===== config.mk =====
export PLATFORM = sky130hd
export DESIGN_NAME = cu_seq
export DESIGN_NICKNAME = d
export VERILOG_FILES = /design/src/rtl/cu_seq.sv
export SDC_FILE = /design/constraint.sdc
export NUM_CORES = 1
export LEC_CHECK = 0
export CAP_MARGIN = 25
export CORE_AREA = 3 3 61 91
export DETAILED_ROUTE_END_ITERATION = 6
export DIE_AREA = 0 0 64 94
export HOLD_SLACK_MARGIN = 0.05
export SYNTH_ARGS = -nofsm -noshare
export SYNTH_HDL_FRONTEND = slang
export SYNTH_SLANG_ARGS = --single-unit

===== constraint.sdc =====
create_clock -name clk -period 2.1 [get_ports clk]
set_input_delay 0.21 -clock clk [delete_from_list [all_inputs] [get_ports clk]]
set_output_delay 0.21 -clock clk [all_outputs]
set_load 0.03 [all_outputs]

===== src/rtl/cu_seq.sv =====
// Sequenced control unit: decodes one instruction per handshake into registered
// datapath enables, repeated over rep_cnt+1 elements. Optional trap: CU_SEQ_TRAP_EN.
module cu_seq #(
    parameter int OP_WIDTH   = 4,
    parameter int CNT_WIDTH  = 8,
    parameter int ADDR_WIDTH = 8,
    parameter int MUL_LAT    = 3
) (
    input  logic                  clk,
    input  logic                  rst,
    input  logic                  instr_valid,
    output logic                  instr_ready,
    input  logic [OP_WIDTH-1:0]   opcode,
    input  logic [CNT_WIDTH-1:0]  rep_cnt,
    input  logic [ADDR_WIDTH-1:0] base_addr,
    output logic                  en_writeMem,
    output logic                  en_alu,
    output logic                  en_selMem,
    output logic                  oprnd2_sel,
    output logic [1:0]            op_sel,
    output logic [1:0]            dest_control,
    output logic [ADDR_WIDTH-1:0] addr,
    output logic                  busy,
    output logic                  done,
    output logic                  illegal_op
);

    localparam int SUB_W = (MUL_LAT > 1) ? $clog2(MUL_LAT) : 1;
    localparam logic [SUB_W-1:0] MUL_LAST = SUB_W'(MUL_LAT - 1);

    typedef enum logic [1:0] {
        IDLE,
        EXEC
`ifdef CU_SEQ_TRAP_EN
        , HALT
`endif
    } state_t;

    typedef struct packed {
        logic       en_writeMem;
        logic       en_alu;
        logic       en_selMem;
        logic       oprnd2_sel;
        logic [1:0] op_sel;
        logic [1:0] dest_control;
    } ctrl_t;

    function automatic ctrl_t decode(input logic [2:0] op, input logic last_sub);
        ctrl_t c;
        c = '0;
        case (op)
            3'd0: begin c.en_alu = 1'b1; c.en_writeMem = 1'b1; end
            3'd1: begin c.en_alu = 1'b1; c.en_writeMem = 1'b1; c.op_sel = 2'b01; end
            3'd2: begin c.en_alu = 1'b1; c.op_sel = 2'b10; c.en_writeMem = last_sub; end
            3'd3: c.en_writeMem = 1'b1;
            3'd4: c.en_selMem = 1'b1;
            3'd5: begin c.dest_control = 2'b01; c.en_writeMem = 1'b1; c.oprnd2_sel = 1'b1; end
            3'd6: begin c.dest_control = 2'b10; c.en_writeMem = 1'b1; c.oprnd2_sel = 1'b1; end
            default: begin c.dest_control = 2'b11; c.en_writeMem = 1'b1; c.oprnd2_sel = 1'b1; end
        endcase
        return c;
    endfunction

    state_t               state;
    ctrl_t                ctrl_q;
    logic [2:0]           op_q;
    logic [CNT_WIDTH-1:0] cnt_q;
    logic [SUB_W-1:0]     sub_q;
    logic [SUB_W-1:0]     sub_last_q;

    logic       upper_zero, is_exec, is_nop, accept, first_last;
    logic [3:0] lo;
    logic [SUB_W-1:0] sub_nxt;

    assign lo         = opcode[3:0];
    assign upper_zero = ((opcode >> 4) == '0);
    assign is_exec    = upper_zero && !lo[3];
    assign is_nop     = upper_zero && (lo == 4'hF);
    assign accept     = instr_valid && instr_ready;
    // A single-cycle element is its own last sub-cycle.
    assign first_last = (lo[2:0] != 3'd2) || (MUL_LAT == 1);
    assign sub_nxt    = sub_q + SUB_W'(1);

    assign en_writeMem  = ctrl_q.en_writeMem;
    assign en_alu       = ctrl_q.en_alu;
    assign en_selMem    = ctrl_q.en_selMem;
    assign oprnd2_sel   = ctrl_q.oprnd2_sel;
    assign op_sel       = ctrl_q.op_sel;
    assign dest_control = ctrl_q.dest_control;

    always_ff @(posedge clk) begin
        if (rst) begin
            state       <= IDLE;
            instr_ready <= 1'b1;
            busy        <= 1'b0;
            done        <= 1'b0;
            illegal_op  <= 1'b0;
            ctrl_q      <= '0;
            addr        <= '0;
            op_q        <= '0;
            cnt_q       <= '0;
            sub_q       <= '0;
            sub_last_q  <= '0;
        end else begin
            case (state)
                IDLE: begin
                    done        <= 1'b0;
                    illegal_op  <= 1'b0;
                    ctrl_q      <= '0;
                    busy        <= 1'b0;
                    instr_ready <= 1'b1;
                    if (accept) begin
                        instr_ready <= 1'b0;
                        if (is_exec) begin
                            state      <= EXEC;
                            busy       <= 1'b1;
                            op_q       <= lo[2:0];
                            cnt_q      <= rep_cnt;
                            addr       <= base_addr;
                            sub_q      <= '0;
                            sub_last_q <= (lo[2:0] == 3'd2) ? MUL_LAST : '0;
                            ctrl_q     <= decode(lo[2:0], first_last);
                            done       <= first_last && (rep_cnt == '0);
                        end else if (is_nop) begin
                            done <= 1'b1;
                        end else begin
`ifdef CU_SEQ_TRAP_EN
                            state      <= HALT;
                            busy       <= 1'b1;
                            illegal_op <= 1'b1;
`else
                            done       <= 1'b1;
                            illegal_op <= 1'b1;
`endif
                        end
                    end
                end
                EXEC: begin
                    if (sub_q == sub_last_q) begin
                        if (cnt_q == '0) begin
                            state       <= IDLE;
                            ctrl_q      <= '0;
                            done        <= 1'b0;
                            busy        <= 1'b0;
                            instr_ready <= 1'b1;
                        end else begin
                            cnt_q  <= cnt_q - CNT_WIDTH'(1);
                            addr   <= addr + ADDR_WIDTH'(1);
                            sub_q  <= '0;
                            ctrl_q <= decode(op_q, sub_last_q == '0);
                            done   <= (cnt_q == CNT_WIDTH'(1)) && (sub_last_q == '0);
                        end
                    end else begin
                        sub_q  <= sub_nxt;
                        ctrl_q <= decode(op_q, sub_nxt == sub_last_q);
                        done   <= (cnt_q == '0) && (sub_nxt == sub_last_q);
                    end
                end
`ifdef CU_SEQ_TRAP_EN
                HALT: begin
                    // Parked until reset; nothing further is accepted.
                    illegal_op  <= 1'b1;
                    busy        <= 1'b1;
                    instr_ready <= 1'b0;
                    done        <= 1'b0;
                    ctrl_q      <= '0;
                end
`endif
                default: state <= IDLE;
            endcase
        end
    end

endmodule


---- After elaboration in Yosys (flattened, before gate mapping) ----
Cells that the tools add are included.
word-level totals
  register bits after elaboration ......... 37
  bits in latches ......................... 0
  bits in writable memories ............... 0
  memory bits (read-only) ................. 0
  logic and storage cells ................. 120
  memories ................................ 0
operators by class
  add/sub/neg operators ................... 3
  multipliers ............................. 0
  div/mod/pow operators ................... 0
  $lt $le $gt $ge ......................... 0
  equal/unequal tests ..................... 24
  shift-type cells ........................ 0
  multiplexer cells ....................... 56
  bitwise gates (word level) .............. 1
  reduce and logical (&&, ||, !) cells .... 20
operator list
  cell                                                                   count
  8-bit 2-to-1 mux                                                       12
  8-bit one-hot mux with 2 select lines                                  3
  1-bit 2-to-1 mux                                                       20
  3-bit equality test, second input constant                             6
  2-bit 2-to-1 mux                                                       9
  8-bit zero test                                                        2
  2-bit one-hot mux with 2 select lines                                  4
  3-bit by 2-bit equality test with 1-bit output, second input constant  4
  1-bit one-hot mux with 2 select lines                                  6
  2-bit one-hot mux with 3 select lines                                  2
  2-bit != test, second input constant                                   5
  5-bit OR reduction                                                     2
  8-bit by 1-bit adder with 8-bit output, second input constant          1
  8-bit by 1-bit equality test with 1-bit output, second input constant  1
  4-bit AND reduction                                                    2
  8-bit by 1-bit subtractor with 8-bit output, second input constant     1
  3-bit by 1-bit equality test with 1-bit output, second input constant  2
  3-bit zero test                                                        2
  3-bit AND reduction                                                    2
  3-bit OR reduction                                                     2
  5-bit AND reduction                                                    1
  2-bit equality test                                                    2
  4-bit equality test, second input constant                             1
  1-bit logical AND                                                      4
  7 further kinds                                                        8

---- Depth between registers and ports, before layout ----
  word-level depth ........................ 6
  depth in mapped cells ................... 7

---- Worst setup path before layout ----
Ideal clock, no wire load.
  path kind ............................... reg-to-reg
  from .................................... register cnt_q[0]
  to ...................................... register state[0]
  arrival ................................. 1815 ps
  data required time ...................... 1972 ps
  setup slack ............................. 157 ps
  cell stages (with the launch flop) ...... 7
  clock period less this slack ............ 1943 ps
  cells stage by stage .................... dfxtp_1 > inv_1 > ha_1 > or4b_4 > o41a_1 > or2_1 > nor3b_1
between the ends
  cells in the longest elaborated chain, start to end .. 3
ends and longest elaborated chain
  element                               line  text
  start: declaration                    67    logic [CNT_WIDTH-1:0] cnt_q;
  start signal: assignment              118   cnt_q <= rep_cnt;
  start signal: assignment              147   cnt_q <= cnt_q - CNT_WIDTH'(1);
  8-bit zero test                       140   if (cnt_q == '0) begin
  2-bit != test (no source line)        --
  4-bit AND reduction (no source line)  --
  end signal: assignment                115   state <= EXEC;
  end signal: assignment                141   state <= IDLE;
  end signal: assignment                169   default: state <= IDLE;
  end: declaration                      64    state_t state;
No other way between the ends.
A chain may end at the register's enable or synchronous reset.

---- Worst setup path in the final report ----
  from .................................... register cnt_q[1]
  to ...................................... register busy
between the ends
  cells in the longest elaborated chain, start to end .. 3
ends and longest elaborated chain
  element                               line  text
  8-bit zero test                       140
  2-bit != test (no source line)        --
  3-bit AND reduction (no source line)  --
  end signal: assignment                110   busy <= 1'b0;
  end signal: assignment                116   busy <= 1'b1;
  end signal: assignment                144   busy <= 1'b0;
  end: declaration                      23    output logic busy,
No other way between the ends.

==> results.toml <==
[global_route]
grt_max_degree = 36
gr-total-overflow = 0
grt_pass1_vias = 1903
antenna_found_initial = 0
grt_usage_pct = 19.2
grt_pass1_wl_um = 9160

[logic_synthesis]
ys_ff_latch = 35
synthesis.nets = 263
synth_flop_cell = "dfxtp_1"
synth_edf_count = 0
syn_area_um2 = 1900
synthCells = 236
async_flop_share_pct = 0
yosysWarnings = 0
yosysUniqueCellTypes = 49
yosysSeqAreaShare_pct = 36.8
syn_area_per_cell_um2 = 8.07

[setup_path]
criticalPathCategory = "flip-flop to flip-flop"
critPathLaunchType = "flip-flop"
cp-end-kind = "flip-flop"
cp_cell_sequence = "inv_1, ha_1, or4b_4, o41a_1, buf_4, a21oi_1, nor3_1"
worstPathRequired_ns = 2.27
arrival_ns = 2.12
crit_slowest_cell = "or4b_4"
crit_fanout = 10
cp_slowest_stage_delay_ns = 0.49

[cells_and_area]
drive_gt1_share_pct = 11.8
area_delta_synth_final_pct = 37.5
fill_cells = 463
layout_common_cells = "42 x clkdlybuf4s50_1, 35 x dfxtp_1, 31 x a21oi_1"
diodes = 0
final_core_util_pct = 54.0
nets = 313
final_common_cell = "clkdlybuf4s50_1"

[floorplan]
die_h_um = 94
die_w_um = 64
start_util_pct = 39.3
rows = 31
io_pins = 43
coreArea_um2 = 4850
die-area_um2 = 6020

[power_and_ir_drop]
power_switching_mw = 0.533
sw_frac_of_total_pct = 30.7
seqPwrFrac_pct = 42.6
clkPwrFrac_pct = 31.9
combPwrFrac_pct = 25.5
p_int_mw = 1.20
cellPowerDensity_nw_per_um2 = 663
ir_worst_vdd_mv = 0.399
leakagePower_nw = 0.908

[sta]
slew_viol_final = 0
fin_crit_sh_pct = 92.9
fmax_mhz = 513
rsz0062_at_grt = "no"
hold_slack_ns = 0.465
worst_pin_slew_ns = 0.566
layout_min_cycle_time_ns = 1.95
clock_skew_ns = 0.00432
fin_tns_setup_ns = 0
max_slew_margin_pct = 62.2
setup_viol = 0
finalHoldViolations = 0

[drt]
ant_nets = 0
vias = 1989
routed_wirelength_um = 5500
drt_iter0_markers = 77
drtPass1Iterations = 4
drc = 0
routedWlPerCell_um = 15.6
viasPerCell = 5.63

[min_path]
hold_path_class = "flip-flop to flip-flop"

[clock_network]
cts_max_level = 2
root_buffer = "clkbuf_8"
clock_latency_ns = 0.29
cts_made_buffers = 5
postCtsSetupRepairBufs = 0
clk_pin_slew_worst_paths_ns = 0.07
cts.path.max_buffers = 2
cts_tree = "yes"
cts.sinks = 35

[placement]
globalplace.congestion = 0.805
portBuffers = 42
hpwl_um = 3980

[flow_run]
cap_violations = 0

[run_status]
outcome = "finished clean"
critical path: cells and delay by family (launching register included):
family	cells	cell delay, ns
simple gates	2	0.54
fa+ha+maj	1	0.17
buf+inv	2	0.29
flops	1	0.33
compound gates	2	0.50
Yosys cell counts (3+ instances only):
library cell | n | area, um2
a211oi_1 | 7 | 52.6
a21oi_1 | 31 | 155
a31oi_1 | 7 | 43.8
a32oi_1 | 4 | 35.0
and3_1 | 3 | 18.8
clkbuf_1 | 16 | 60.1
dfxtp_1 | 35 | 701
ha_1 | 4 | 50.1
inv_1 | 4 | 15.0
mux2i_1 | 4 | 40.0
nand2_1 | 18 | 67.6
nand3_1 | 17 | 85.1
nand4b_1 | 3 | 26.3
nor2_1 | 14 | 52.6
nor2b_1 | 3 | 18.8
nor3_1 | 6 | 30.0
nor3b_1 | 4 | 30.0
o2111ai_1 | 3 | 26.3
o21ai_0 | 9 | 45.0
or4_1 | 4 | 30.0
power by group through the flow:
stage               logic, mW  registers [mW]  clock network [mW]
detailed placement      0.440           0.755                   0
global placement        0.437           0.755                   0
CTS                     0.442           0.740               0.567
finish                  0.443           0.740               0.554
global route            0.478           0.747               0.599
floorplan               0.208           0.789                   0
final cells by class:
cell class / instances / area, um2 / area share (%)
multi-input combinational: 177 / 1130 / 43.0
sequential: 35 / 701 / 26.8
timing repair buffer: 63 / 591 / 22.6
clock buffer: 7 / 96.3 / 3.68
tap: 66 / 82.6 / 3.15
inverter: 4 / 15.0 / 0.573
clock inverter: 1 / 7.51 / 0.287
per-layer routing:
metal / vias up / GRT usage, % / routed length, um
met5: - / 0 / 0
met4: 0 / 5.59 / 65
met3: 6 / 3.71 / 221
met2: 51 / 36.1 / 2930
met1: 947 / 21.3 / 2280
li1: 985 / - / -
stage by stage:
stage | instances | area, um2 | power [mW] | setup slack, ns
after floorplan | 236 | 1900 | 0.997 | 0.157
after global placement | 345 | 2510 | 1.19 | 0.167
after detailed placement | 345 | 2510 | 1.19 | 0.106
after CTS | 353 | 2620 | 1.75 | 0.101
after global routing | 353 | 2620 | 1.82 | 0.00336
final | 353 | 2620 | 1.74 | 0.150
sequential cells by signal (all words and copies together) (netlist names):
signal and flops:
addr 8, cnt_q 8, op_q 3, dest_control 2, op_sel 2, sub_q 2
busy 1, done 1, en_alu 1, en_selMem 1, en_writeMem 1, illegal_op 1
instr_ready 1, oprnd2_sel 1, state 1, sub_last_q 1
kinds of logic (layout without fill, tap and decap cells):
kind of cell | count (synthesis) | in the layout | synth area share, %
simple gates | 90 | 90 | 26.3
compound gates | 75 | 75 | 25.4
flops | 35 | 35 | 36.8
buf+inv | 24 | 75 | 4.86
fa+ha+maj | 4 | 4 | 2.63
xor+xnor | 4 | 4 | 1.84
mux | 4 | 4 | 2.10
path summary, 6_finish.rpt:
kind | startpoint | slack (ns) | to | cells after the start
setup / recovery | cnt_q[1] | 0.15 | busy | 7
hold / removal | illegal_op | 0.47 | illegal_op | 2
setup reg to reg | cnt_q[1] | 0.15 | busy | 7
hold reg to reg | illegal_op | 0.47 | illegal_op | 2
timing repair:
action / CTS / global route
setup endpoints to repair: 0 / 1
hold buffers: 0 / 0
gates resized for setup: 0 / 0
Note: power is estimated with default switching activity, not from simulation.
